`src/rtl/uu_acmac_cp_ba_bitmap_gen_if.sv`:
```
`default_nettype none
// ============================================================================
// Module   : uu_acmac_cp_ba_bitmap_gen_if
// Purpose  : Bundles the request, sta_ba_info read-port and result signals
//            of the CP BlockAck bitmap generator.
// Modports : slave  - the generator (takes req/memory data, drives results)
//            master - the requester / memory side
// Signals  : cp_bag_en, cp_bag_in_req, cp_bag_in_sta_offset[14:0],
//            cp_bag_in_ssn[11:0], cp_bag_in_sta_ba_data[31:0] (to generator)
//            cp_bag_out_busy, cp_bag_out_sta_ba_en, cp_bag_out_sta_ba_addr,
//            cp_bag_out_bitmap[63:0], cp_bag_out_done, cp_bag_out_res[31:0],
//            cp_bag_out_basic_data[15:0], cp_bag_out_basic_val (from gen.)
// Revision : 1.0 - initial release
// ============================================================================
interface uu_acmac_cp_ba_bitmap_gen_if;
    logic        cp_bag_en;
    logic        cp_bag_in_req;
    logic [14:0] cp_bag_in_sta_offset;
    logic [11:0] cp_bag_in_ssn;
    logic        cp_bag_out_busy;
    logic        cp_bag_out_sta_ba_en;
    logic [14:0] cp_bag_out_sta_ba_addr;
    logic [31:0] cp_bag_in_sta_ba_data;
    logic [63:0] cp_bag_out_bitmap;
    logic        cp_bag_out_done;
    logic [31:0] cp_bag_out_res;
    logic [15:0] cp_bag_out_basic_data;
    logic        cp_bag_out_basic_val;

    modport slave (
        input  cp_bag_en, cp_bag_in_req, cp_bag_in_sta_offset, cp_bag_in_ssn,
               cp_bag_in_sta_ba_data,
        output cp_bag_out_busy, cp_bag_out_sta_ba_en, cp_bag_out_sta_ba_addr,
               cp_bag_out_bitmap, cp_bag_out_done, cp_bag_out_res,
               cp_bag_out_basic_data, cp_bag_out_basic_val
    );

    modport master (
        output cp_bag_en, cp_bag_in_req, cp_bag_in_sta_offset, cp_bag_in_ssn,
               cp_bag_in_sta_ba_data,
        input  cp_bag_out_busy, cp_bag_out_sta_ba_en, cp_bag_out_sta_ba_addr,
               cp_bag_out_bitmap, cp_bag_out_done, cp_bag_out_res,
               cp_bag_out_basic_data, cp_bag_out_basic_val
    );
endinterface
`default_nettype wire

```
`src/rtl/uu_acmac_cp_ba_bitmap_gen.sv`:
```
`default_nettype none
// ============================================================================
// Module   : uu_acmac_cp_ba_bitmap_gen
// Purpose  : Builds the 64-bit compressed BlockAck bitmap of one BA session
//            from the receive scoreboard held in sta_ba_info memory.
//            Fixed latency: done 71 cycles after req (6 on a bad header).
// Ports    : clk   - clock
//            rst_n - synchronous, ACTIVE-HIGH reset (historical name)
//            bag   - uu_acmac_cp_ba_bitmap_gen_if.slave (request, memory
//                    read port, bitmap/result, basic-bitmap beats)
// Options  : BA_BASIC_BITMAP_EN - when defined, also streams the 64 16-bit
//            fragment bitmaps (one beat per BMP data cycle) for Basic BA.
// Revision : 1.0 - initial release
// ============================================================================
module uu_acmac_cp_ba_bitmap_gen (
    input  logic                          clk,
    input  logic                          rst_n,
    uu_acmac_cp_ba_bitmap_gen_if.slave    bag
);
    localparam logic [31:0] UU_SUCCESS   = 32'd0;
    localparam logic [31:0] UU_FAILURE   = 32'd1;
    localparam logic [14:0] OFS_BUFWS    = 15'd33;
    localparam logic [14:0] OFS_WINSTART = 15'd66;
    localparam logic [14:0] OFS_WIN      = 15'd67;
    localparam logic [15:0] MAX_WINSIZE  = 16'd64;

    typedef enum logic [2:0] {
        S_IDLE = 3'd0,
        S_HDR  = 3'd1,
        S_CHK  = 3'd2,
        S_BMP  = 3'd3,
        S_DONE = 3'd4
    } state_t;

    state_t      state_q, state_d;
    logic        clear_w;

    logic [14:0] offset_q;
    logic [11:0] ssn_q;
    logic [1:0]  hcnt_q;
    logic [5:0]  bufws_q;
    logic [11:0] winstart_q;
    logic [11:0] winend_q;
    logic [15:0] winsize_q;
    logic [6:0]  j_q;
    logic        pv_q;       // a BMP read is returning data this cycle
    logic        pin_q;      // that read was in-window
    logic        phalf_q;    // 1: entry is in [15:0] (odd idx)
    logic [5:0]  pj_q;       // bitmap bit the returning data belongs to
    logic [63:0] bitmap_q;
    logic [31:0] res_q;

    logic        rd_en_w;
    logic [14:0] rd_addr_w;
    logic [11:0] sn_w, d_w, span_w;
    logic        inwin_w;
    logic [5:0]  idx_w;
    logic [6:0]  idx_p1_w;
    logic [14:0] bmp_addr_w;
    logic [15:0] entry_w;
    logic        fail_w;

    // Disable behaves exactly like reset.
    assign clear_w = rst_n | ~bag.cp_bag_en;

    // Window arithmetic is all modulo 4096, so windows crossing 4095->0
    // need no special handling.
    assign sn_w     = ssn_q + {6'd0, j_q[5:0]};
    assign d_w      = sn_w - winstart_q;
    assign span_w   = winend_q - winstart_q;
    assign inwin_w  = (d_w <= span_w);
    assign idx_w    = bufws_q + d_w[5:0];
    assign idx_p1_w = {1'b0, idx_w} + 7'd1;
    // Entries are packed two per word starting at offset+1; out-of-window
    // positions still issue a (discarded) read of offset+1.
    assign bmp_addr_w = offset_q + 15'd1 + (inwin_w ? {9'd0, idx_p1_w[6:1]} : 15'd0);

    assign entry_w = phalf_q ? bag.cp_bag_in_sta_ba_data[15:0]
                             : bag.cp_bag_in_sta_ba_data[31:16];

    assign fail_w = (winsize_q == 16'd0) || (winsize_q > MAX_WINSIZE) ||
                    ({4'd0, span_w} != (winsize_q - 16'd1));

    // ------------------------------------------------------------------
    // FSM
    // ------------------------------------------------------------------
    always_ff @(posedge clk) begin
        if (clear_w) begin
            state_q <= S_IDLE;
        end else begin
            state_q <= state_d;
        end
    end

    always_comb begin
        state_d   = state_q;
        rd_en_w   = 1'b0;
        rd_addr_w = 15'd0;
        case (state_q)
            S_IDLE: begin
                if (bag.cp_bag_in_req) begin
                    state_d = S_HDR;
                end
            end
            S_HDR: begin
                // Three address cycles, then one more cycle to land the
                // last header word.
                if (hcnt_q == 2'd3) begin
                    state_d = S_CHK;
                end else begin
                    rd_en_w = 1'b1;
                    case (hcnt_q)
                        2'd0:    rd_addr_w = offset_q + OFS_BUFWS;
                        2'd1:    rd_addr_w = offset_q + OFS_WINSTART;
                        default: rd_addr_w = offset_q + OFS_WIN;
                    endcase
                end
            end
            S_CHK: begin
                state_d = fail_w ? S_DONE : S_BMP;
            end
            S_BMP: begin
                // j==64 is the drain cycle for the data of j==63.
                if (j_q[6]) begin
                    state_d = S_DONE;
                end else begin
                    rd_en_w   = 1'b1;
                    rd_addr_w = bmp_addr_w;
                end
            end
            S_DONE: begin
                state_d = S_IDLE;
            end
            default: begin
                state_d = S_IDLE;
            end
        endcase
    end

    // ------------------------------------------------------------------
    // Datapath
    // ------------------------------------------------------------------
    always_ff @(posedge clk) begin
        if (clear_w) begin
            offset_q   <= 15'd0;
            ssn_q      <= 12'd0;
            hcnt_q     <= 2'd0;
            bufws_q    <= 6'd0;
            winstart_q <= 12'd0;
            winend_q   <= 12'd0;
            winsize_q  <= 16'd0;
            j_q        <= 7'd0;
            pv_q       <= 1'b0;
            pin_q      <= 1'b0;
            phalf_q    <= 1'b0;
            pj_q       <= 6'd0;
            bitmap_q   <= 64'd0;
            res_q      <= UU_FAILURE;
        end else begin
            pv_q <= 1'b0;
            case (state_q)
                S_IDLE: begin
                    if (bag.cp_bag_in_req) begin
                        offset_q <= bag.cp_bag_in_sta_offset;
                        ssn_q    <= bag.cp_bag_in_ssn;
                        bitmap_q <= 64'd0;
                        hcnt_q   <= 2'd0;
                        j_q      <= 7'd0;
                    end
                end
                S_HDR: begin
                    hcnt_q <= hcnt_q + 2'd1;
                    // Data lags its address by one cycle.
                    case (hcnt_q)
                        2'd1: bufws_q    <= bag.cp_bag_in_sta_ba_data[21:16];
                        2'd2: winstart_q <= bag.cp_bag_in_sta_ba_data[27:16];
                        2'd3: begin
                            winsize_q <= bag.cp_bag_in_sta_ba_data[31:16];
                            winend_q  <= bag.cp_bag_in_sta_ba_data[11:0];
                        end
                        default: ;
                    endcase
                end
                S_CHK: begin
                    if (fail_w) begin
                        res_q <= UU_FAILURE;
                    end
                end
                S_BMP: begin
                    if (!j_q[6]) begin
                        j_q     <= j_q + 7'd1;
                        pv_q    <= 1'b1;
                        pin_q   <= inwin_w;
                        phalf_q <= idx_w[0];
                        pj_q    <= j_q[5:0];
                    end else begin
                        res_q <= UU_SUCCESS;
                    end
                    if (pv_q) begin
                        bitmap_q[pj_q] <= pin_q & (entry_w != 16'd0);
                    end
                end
                default: ;
            endcase
        end
    end

    // ------------------------------------------------------------------
    // Outputs
    // ------------------------------------------------------------------
    assign bag.cp_bag_out_busy        = (state_q != S_IDLE);
    assign bag.cp_bag_out_done        = (state_q == S_DONE);
    assign bag.cp_bag_out_sta_ba_en   = rd_en_w;
    assign bag.cp_bag_out_sta_ba_addr = rd_addr_w;
    assign bag.cp_bag_out_bitmap      = bitmap_q;
    assign bag.cp_bag_out_res         = res_q;

`ifdef BA_BASIC_BITMAP_EN
    assign bag.cp_bag_out_basic_val  = pv_q;
    assign bag.cp_bag_out_basic_data = (pv_q && pin_q) ? entry_w : 16'd0;
`else
    assign bag.cp_bag_out_basic_val  = 1'b0;
    assign bag.cp_bag_out_basic_data = 16'd0;
`endif

endmodule
`default_nettype wire

```
`src/flat_wrapper.sv`:
```
// flat-port wrapper written by rule: the top's interface ports become plain ports
module uu_acmac_cp_ba_bitmap_gen_flat 
  (clk, rst_n, bag_cp_bag_en, bag_cp_bag_in_req, bag_cp_bag_in_sta_offset, bag_cp_bag_in_ssn, bag_cp_bag_in_sta_ba_data, bag_cp_bag_out_busy, bag_cp_bag_out_sta_ba_en, bag_cp_bag_out_sta_ba_addr, bag_cp_bag_out_bitmap, bag_cp_bag_out_done, bag_cp_bag_out_res, bag_cp_bag_out_basic_data, bag_cp_bag_out_basic_val);
  uu_acmac_cp_ba_bitmap_gen_if bag_i ();
  input  logic clk;
  input  logic rst_n;
  input wire logic [$bits(bag_i.cp_bag_en)-1:0] bag_cp_bag_en;
  input wire logic [$bits(bag_i.cp_bag_in_req)-1:0] bag_cp_bag_in_req;
  input wire logic [$bits(bag_i.cp_bag_in_sta_offset)-1:0] bag_cp_bag_in_sta_offset;
  input wire logic [$bits(bag_i.cp_bag_in_ssn)-1:0] bag_cp_bag_in_ssn;
  input wire logic [$bits(bag_i.cp_bag_in_sta_ba_data)-1:0] bag_cp_bag_in_sta_ba_data;
  output wire logic [$bits(bag_i.cp_bag_out_busy)-1:0] bag_cp_bag_out_busy;
  output wire logic [$bits(bag_i.cp_bag_out_sta_ba_en)-1:0] bag_cp_bag_out_sta_ba_en;
  output wire logic [$bits(bag_i.cp_bag_out_sta_ba_addr)-1:0] bag_cp_bag_out_sta_ba_addr;
  output wire logic [$bits(bag_i.cp_bag_out_bitmap)-1:0] bag_cp_bag_out_bitmap;
  output wire logic [$bits(bag_i.cp_bag_out_done)-1:0] bag_cp_bag_out_done;
  output wire logic [$bits(bag_i.cp_bag_out_res)-1:0] bag_cp_bag_out_res;
  output wire logic [$bits(bag_i.cp_bag_out_basic_data)-1:0] bag_cp_bag_out_basic_data;
  output wire logic [$bits(bag_i.cp_bag_out_basic_val)-1:0] bag_cp_bag_out_basic_val;
  assign bag_i.cp_bag_en = bag_cp_bag_en;
  assign bag_i.cp_bag_in_req = bag_cp_bag_in_req;
  assign bag_i.cp_bag_in_sta_offset = bag_cp_bag_in_sta_offset;
  assign bag_i.cp_bag_in_ssn = bag_cp_bag_in_ssn;
  assign bag_i.cp_bag_in_sta_ba_data = bag_cp_bag_in_sta_ba_data;
  assign bag_cp_bag_out_busy = bag_i.cp_bag_out_busy;
  assign bag_cp_bag_out_sta_ba_en = bag_i.cp_bag_out_sta_ba_en;
  assign bag_cp_bag_out_sta_ba_addr = bag_i.cp_bag_out_sta_ba_addr;
  assign bag_cp_bag_out_bitmap = bag_i.cp_bag_out_bitmap;
  assign bag_cp_bag_out_done = bag_i.cp_bag_out_done;
  assign bag_cp_bag_out_res = bag_i.cp_bag_out_res;
  assign bag_cp_bag_out_basic_data = bag_i.cp_bag_out_basic_data;
  assign bag_cp_bag_out_basic_val = bag_i.cp_bag_out_basic_val;
  uu_acmac_cp_ba_bitmap_gen u_core (.clk(clk), .rst_n(rst_n), .bag(bag_i));
endmodule
```
`config.mk`:
```
export PLATFORM = sky130hd
export DESIGN_NAME = uu_acmac_cp_ba_bitmap_gen_flat
export DESIGN_NICKNAME = d
export VERILOG_FILES = /design/src/rtl/uu_acmac_cp_ba_bitmap_gen_if.sv /design/src/rtl/uu_acmac_cp_ba_bitmap_gen.sv /design/src/flat_wrapper.sv
export SDC_FILE = /design/constraint.sdc
export NUM_CORES = 1
export LEC_CHECK = 0
export CORE_UTILIZATION = 40
export CTS_CLUSTER_DIAMETER = 40
export DETAILED_ROUTE_END_ITERATION = 12
export PLACE_DENSITY = 0.75
export SKIP_LAST_GASP = 1
export SLEW_MARGIN = 20
export SYNTH_ARGS = -nofsm -noshare
export SYNTH_HDL_FRONTEND = slang
export SYNTH_SLANG_ARGS = --single-unit
```
`constraint.sdc`:
```
create_clock -name clk -period 10.19 [get_ports clk]
set_clock_uncertainty 0.15 [all_clocks]
set_input_delay 1.019 -clock clk [delete_from_list [all_inputs] [get_ports clk]]
set_output_delay 1.019 -clock clk [all_outputs]
set_load 0.01 [all_outputs]
```
==> flow_summary_export.csv <==
group,metric,value,unit
floorplanning,ios,194,
worst_hold_path,hp-class,"reg -> reg",
critical_path,max_stage_delay,0.56,ns
floorplanning,fp.dieW,159.5,microns
timing,setup_viol,0,
timing,period_share,0.8259,
critical_path,crit_required,9.02,ns
critical_path,end_kind,"output port",
critical_path,ff2ff_path_depth,18,
detailed_routing,drcViolationCount,0,
power_and_ir_drop,clkPwrFrac,0.449,
critical_path,cp.arrival,7.25,ns
floorplanning,die_area,25440,sq um
finish,n_antenna_cell,0,
floorplanning,rows,57,
timing,max_slew_margin,0.3041,
timing,grt_setup_unrepaired,"no",
floorplanning,coreArea,24320,sq um
timing,finalSetupTns,0,ns
power_and_ir_drop,p_int,1.033,mW
power_and_ir_drop,swShare,0.2885,
power_and_ir_drop,p_leak,4.259,nW
cts,clk_latency,0.43,ns
critical_path,crit_cells,28,
global_routing,grt_max_degree,99,
cts,cts_inserted_buffers,17,
logic_synthesis,ys_seq_area_frac,0.3208,
critical_path,critPathTopFamily,"compound AO/OA/AOI/OAI gates",
power_and_ir_drop,p_sw,0.4190,mW
run_status,outcome,"finished, final reports clean",
cts,cts_setup_buffers,0,
power_and_ir_drop,seq_power_share,0.433,
placement,dp_hpwl,20480,microns
logic_synthesis,netlist_area,9921,sq um
cts,cts_tree,"yes",
logic_synthesis,synth_area_per_cell,7.685,sq um
logic_synthesis,async_flop_share,0,
critical_path,critPathCapture,"bag_cp_bag_out_sta_ba_addr[11]",
global_routing,grt_usage,0.2189,
critical_path,worstPathMaxFanout,7,
logic_synthesis,synth_cell_types,77,
floorplanning,chipHeight,159.5,microns
critical_path,crit_type,"reg -> out",
power_and_ir_drop,peakVddDrop,0.1343,mV
finish,syn_to_final_growth,21.36,%
logic_synthesis,synth_edf_count,0,
detailed_routing,drtAntennaViolNets,0,
logic_synthesis,synth-main-ff-cell,"dfxtp_1",
placement,io_buffers,145,
timing,fmax,118.8,MHz
power_and_ir_drop,power.density,120.6,nW/um^2
detailed_routing,dr_total_vias,9361,
global_routing,grt_pass1_vias,8708,
timing,worst_slew_pin_slew,1.044,ns
logic_synthesis,yosys_register_bits,159,
cts,clk_pin_slew,0.07,ns
finish,num-nets-final,1528,
finish,fin_area,12040,sq um
critical_path,rrSetupSlack,5.58,ns
detailed_routing,drt_first_pass_iters,5,
cts,cts_resized,0,
logic_synthesis,synth_warnings,0,
timing,period_needed,8.416,ns
critical_path,crit_path_top_delay_cell,"clkdlybuf4s50_1",
detailed_routing,vias_per_cell,5.411,
detailed_routing,routed_wl,28010,microns
critical_path,timing.rr.end,"u_core.pin_q$_SDFFE_PP0P_",
cts,cts_max_level,4,
timing,final_hold_viol_count,0,
detailed_routing,wl_per_cell,16.19,microns
critical_path,rr_startpoint,"u_core.j_q[1]$_SDFFE_PP0P_",
detailed_routing,drt-initial-drc-count,740,
logic_synthesis,synth_cells,1291,
placement,placed_area,11390,sq um
cts,cts_hold_buf,0,
global_routing,grt_antenna_before_repair,0,
critical_path,start_kind,"flip-flop",
cts,cts_root_buffer,"clkbuf_16",
critical_path,startpoint,"u_core.j_q[1]$_SDFFE_PP0P_",
global_routing,overflow,0,
cts,clkSinkCount,159,
run,drv_cap,0,
placement,globalplace.congestion,0.8873,
power_and_ir_drop,power_frac_comb,0.117,
cts,cts_buffer_depth,2,
global_routing,grt_pass1_wl,44910,microns
timing,drv_slew,0,
finish,drive_above_1_share,0.05050,
critical_path,crit_buf_inv,3,
floorplanning,start_util,0.4079,
-- layout by cell type, fill, tap and decap left out, drive strengths merged, types with 4 or more instances in the layout --
cell type	Yosys	layout
o211ai	47	47
clkinv	0	8
clkbuf	52	17
ha	62	62
nand4	18	18
clkdlybuf4s50	0	145
nor4	8	8
nor2b	12	12
a21o	14	14
mux2i	5	5
a21oi	164	164
or4	4	4
nor3	21	21
a31oi	14	14
nand2	235	235
buf	67	10
or2	7	7
xnor2	43	43
inv	64	71
or3	6	6
dfxtp	159	159
conb	1	48
o311ai	5	5
nor3b	5	5
fa	10	10
o22ai	9	9
o21ai	23	23
o21a	4	4
nand2b	10	10
nand3	62	62
a211oi	5	5
and2	6	6
xor2	23	23
and3	5	5
nor2	79	79
-- routing by layer --
layer	track usage	up-vias	wire, microns
met4	0.08304	0	731
met2	0.3587	402	13210
met3	0.04376	51	1815
li1	-	4590	-
met1	0.2828	4318	12250
met5	0	-	0
-- power by group through the flow --
stage / clock network [mW] / registers [mW] / logic, mW
2_1_floorplan: 0 / 0.642 / 0.125
3_3_place_gp: 0 / 0.644 / 0.166
3_5_place_dp: 0 / 0.644 / 0.169
4_1_cts: 0.658 / 0.629 / 0.171
5_1_grt: 0.685 / 0.630 / 0.190
6_report: 0.652 / 0.629 / 0.170
-- cell usage after synthesis (all sizes together) (9+ instances only) --
cell | n | area [sq um]
nand4 | 18 | 112.6
inv | 64 | 240.2
buf | 67 | 456.7
o21ai | 23 | 118.9
a31oi | 14 | 87.58
nand2 | 235 | 882.1
nand2b | 10 | 62.56
nor3 | 21 | 115.1
o211ai | 47 | 352.8
dfxtp | 159 | 3183
nand3 | 62 | 310.3
o22ai | 9 | 56.30
nor2 | 79 | 296.5
xor2 | 23 | 209.0
clkbuf | 52 | 195.2
xnor2 | 43 | 384.1
nor2b | 12 | 82.58
ha | 62 | 775.7
a21oi | 164 | 820.8
a21o | 14 | 105.1
fa | 10 | 200.2
-- how the worst min path moves through the flow --
stage                                        from                                  to  slack [ns]  cells past startpoint
3_3_place_gp    u_core.winstart_q[7]$_SDFFE_PP0P_   u_core.winstart_q[7]$_SDFFE_PP0P_        0.29                      2
5_1_grt        u_core.winstart_q[10]$_SDFFE_PP0P_  u_core.winstart_q[10]$_SDFFE_PP0P_        0.32                      2
6_report            u_core.ssn_q[10]$_SDFFE_PP0P_       u_core.ssn_q[10]$_SDFFE_PP0P_        0.31                      2
2_1_floorplan   u_core.winsize_q[14]$_SDFFE_PP0P_   u_core.winsize_q[14]$_SDFFE_PP0P_        0.29                      2
3_5_place_dp         u_core.ssn_q[0]$_SDFFE_PP0P_        u_core.ssn_q[0]$_SDFFE_PP0P_        0.30                      2
4_1_cts              u_core.ssn_q[0]$_SDFFE_PP0P_        u_core.ssn_q[0]$_SDFFE_PP0P_        0.31                      2
-- worst reg2reg max path: cells and delay by family, from the launching register on --
family | cells | cell delay, ns
flip-flops | 1 | 0.41
adder cells (fa/ha/maj) | 3 | 1.14
AO/OA/AOI/OAI | 8 | 1.81
XOR/XNOR | 1 | 0.13
AND/OR/NAND/NOR | 4 | 0.65
buffers and inverters | 2 | 0.16
-- kinds of logic (layout without fill, tap and decap cells) --
family,Yosys count,count (layout),synth area share
DFF,159,159,0.3208
xor gates and xnor gates,66,66,0.05978
muxes,6,6,0.006180
adders and majority gates,72,72,0.09837
buffers and inverters,183,251,0.08992
AOI/OAI and AO/OA,316,316,0.1966
other,1,48,0.0003780
and+or+nand+nor,488,488,0.2279
-- state kept, by name, summed over array words and instances, names as in the netlist --
signal                        count
u_core.bufws_q                    6
u_core.offset_q                  15
u_core.bag.cp_bag_out_res         1
u_core.pin_q                      1
u_core.winstart_q                12
u_core.hcnt_q                     2
u_core.ssn_q                     12
u_core.pv_q                       1
u_core.pj_q                       6
u_core.bag.cp_bag_out_bitmap     64
u_core.phalf_q                    1
u_core.winsize_q                 16
u_core.winend_q                  12
u_core.state_q                    3
u_core.j_q                        7
-- per-stage QoR --
step | setup WS (ns) | total power [mW] | hold WS (ns) | util | instances
2_1_floorplan | 3.371 | 0.7674 | 0.2860 | - | 1338
3_3_place_gp | 2.526 | 0.8094 | 0.2933 | 0.4685 | 1697
3_5_place_dp | 2.251 | 0.8133 | 0.3010 | 0.4685 | 1697
4_1_cts | 1.755 | 1.458 | 0.3114 | 0.4937 | 1729
5_1_grt | 1.068 | 1.505 | 0.3246 | 0.4951 | 1730
6_report | 1.774 | 1.452 | 0.3091 | 0.4951 | 1730
-- area by class of cell --
type	instances	area, sq um
clock buffer	17	425.4
clock inverter	15	186.4
fill	2329	12280
inverter	64	240.2
multi-input combinational	996	6053
sequential	159	3183
tap	324	405.4
timing repair buffer	155	1546
No activity file was read; power rests on OpenSTA's default activity.
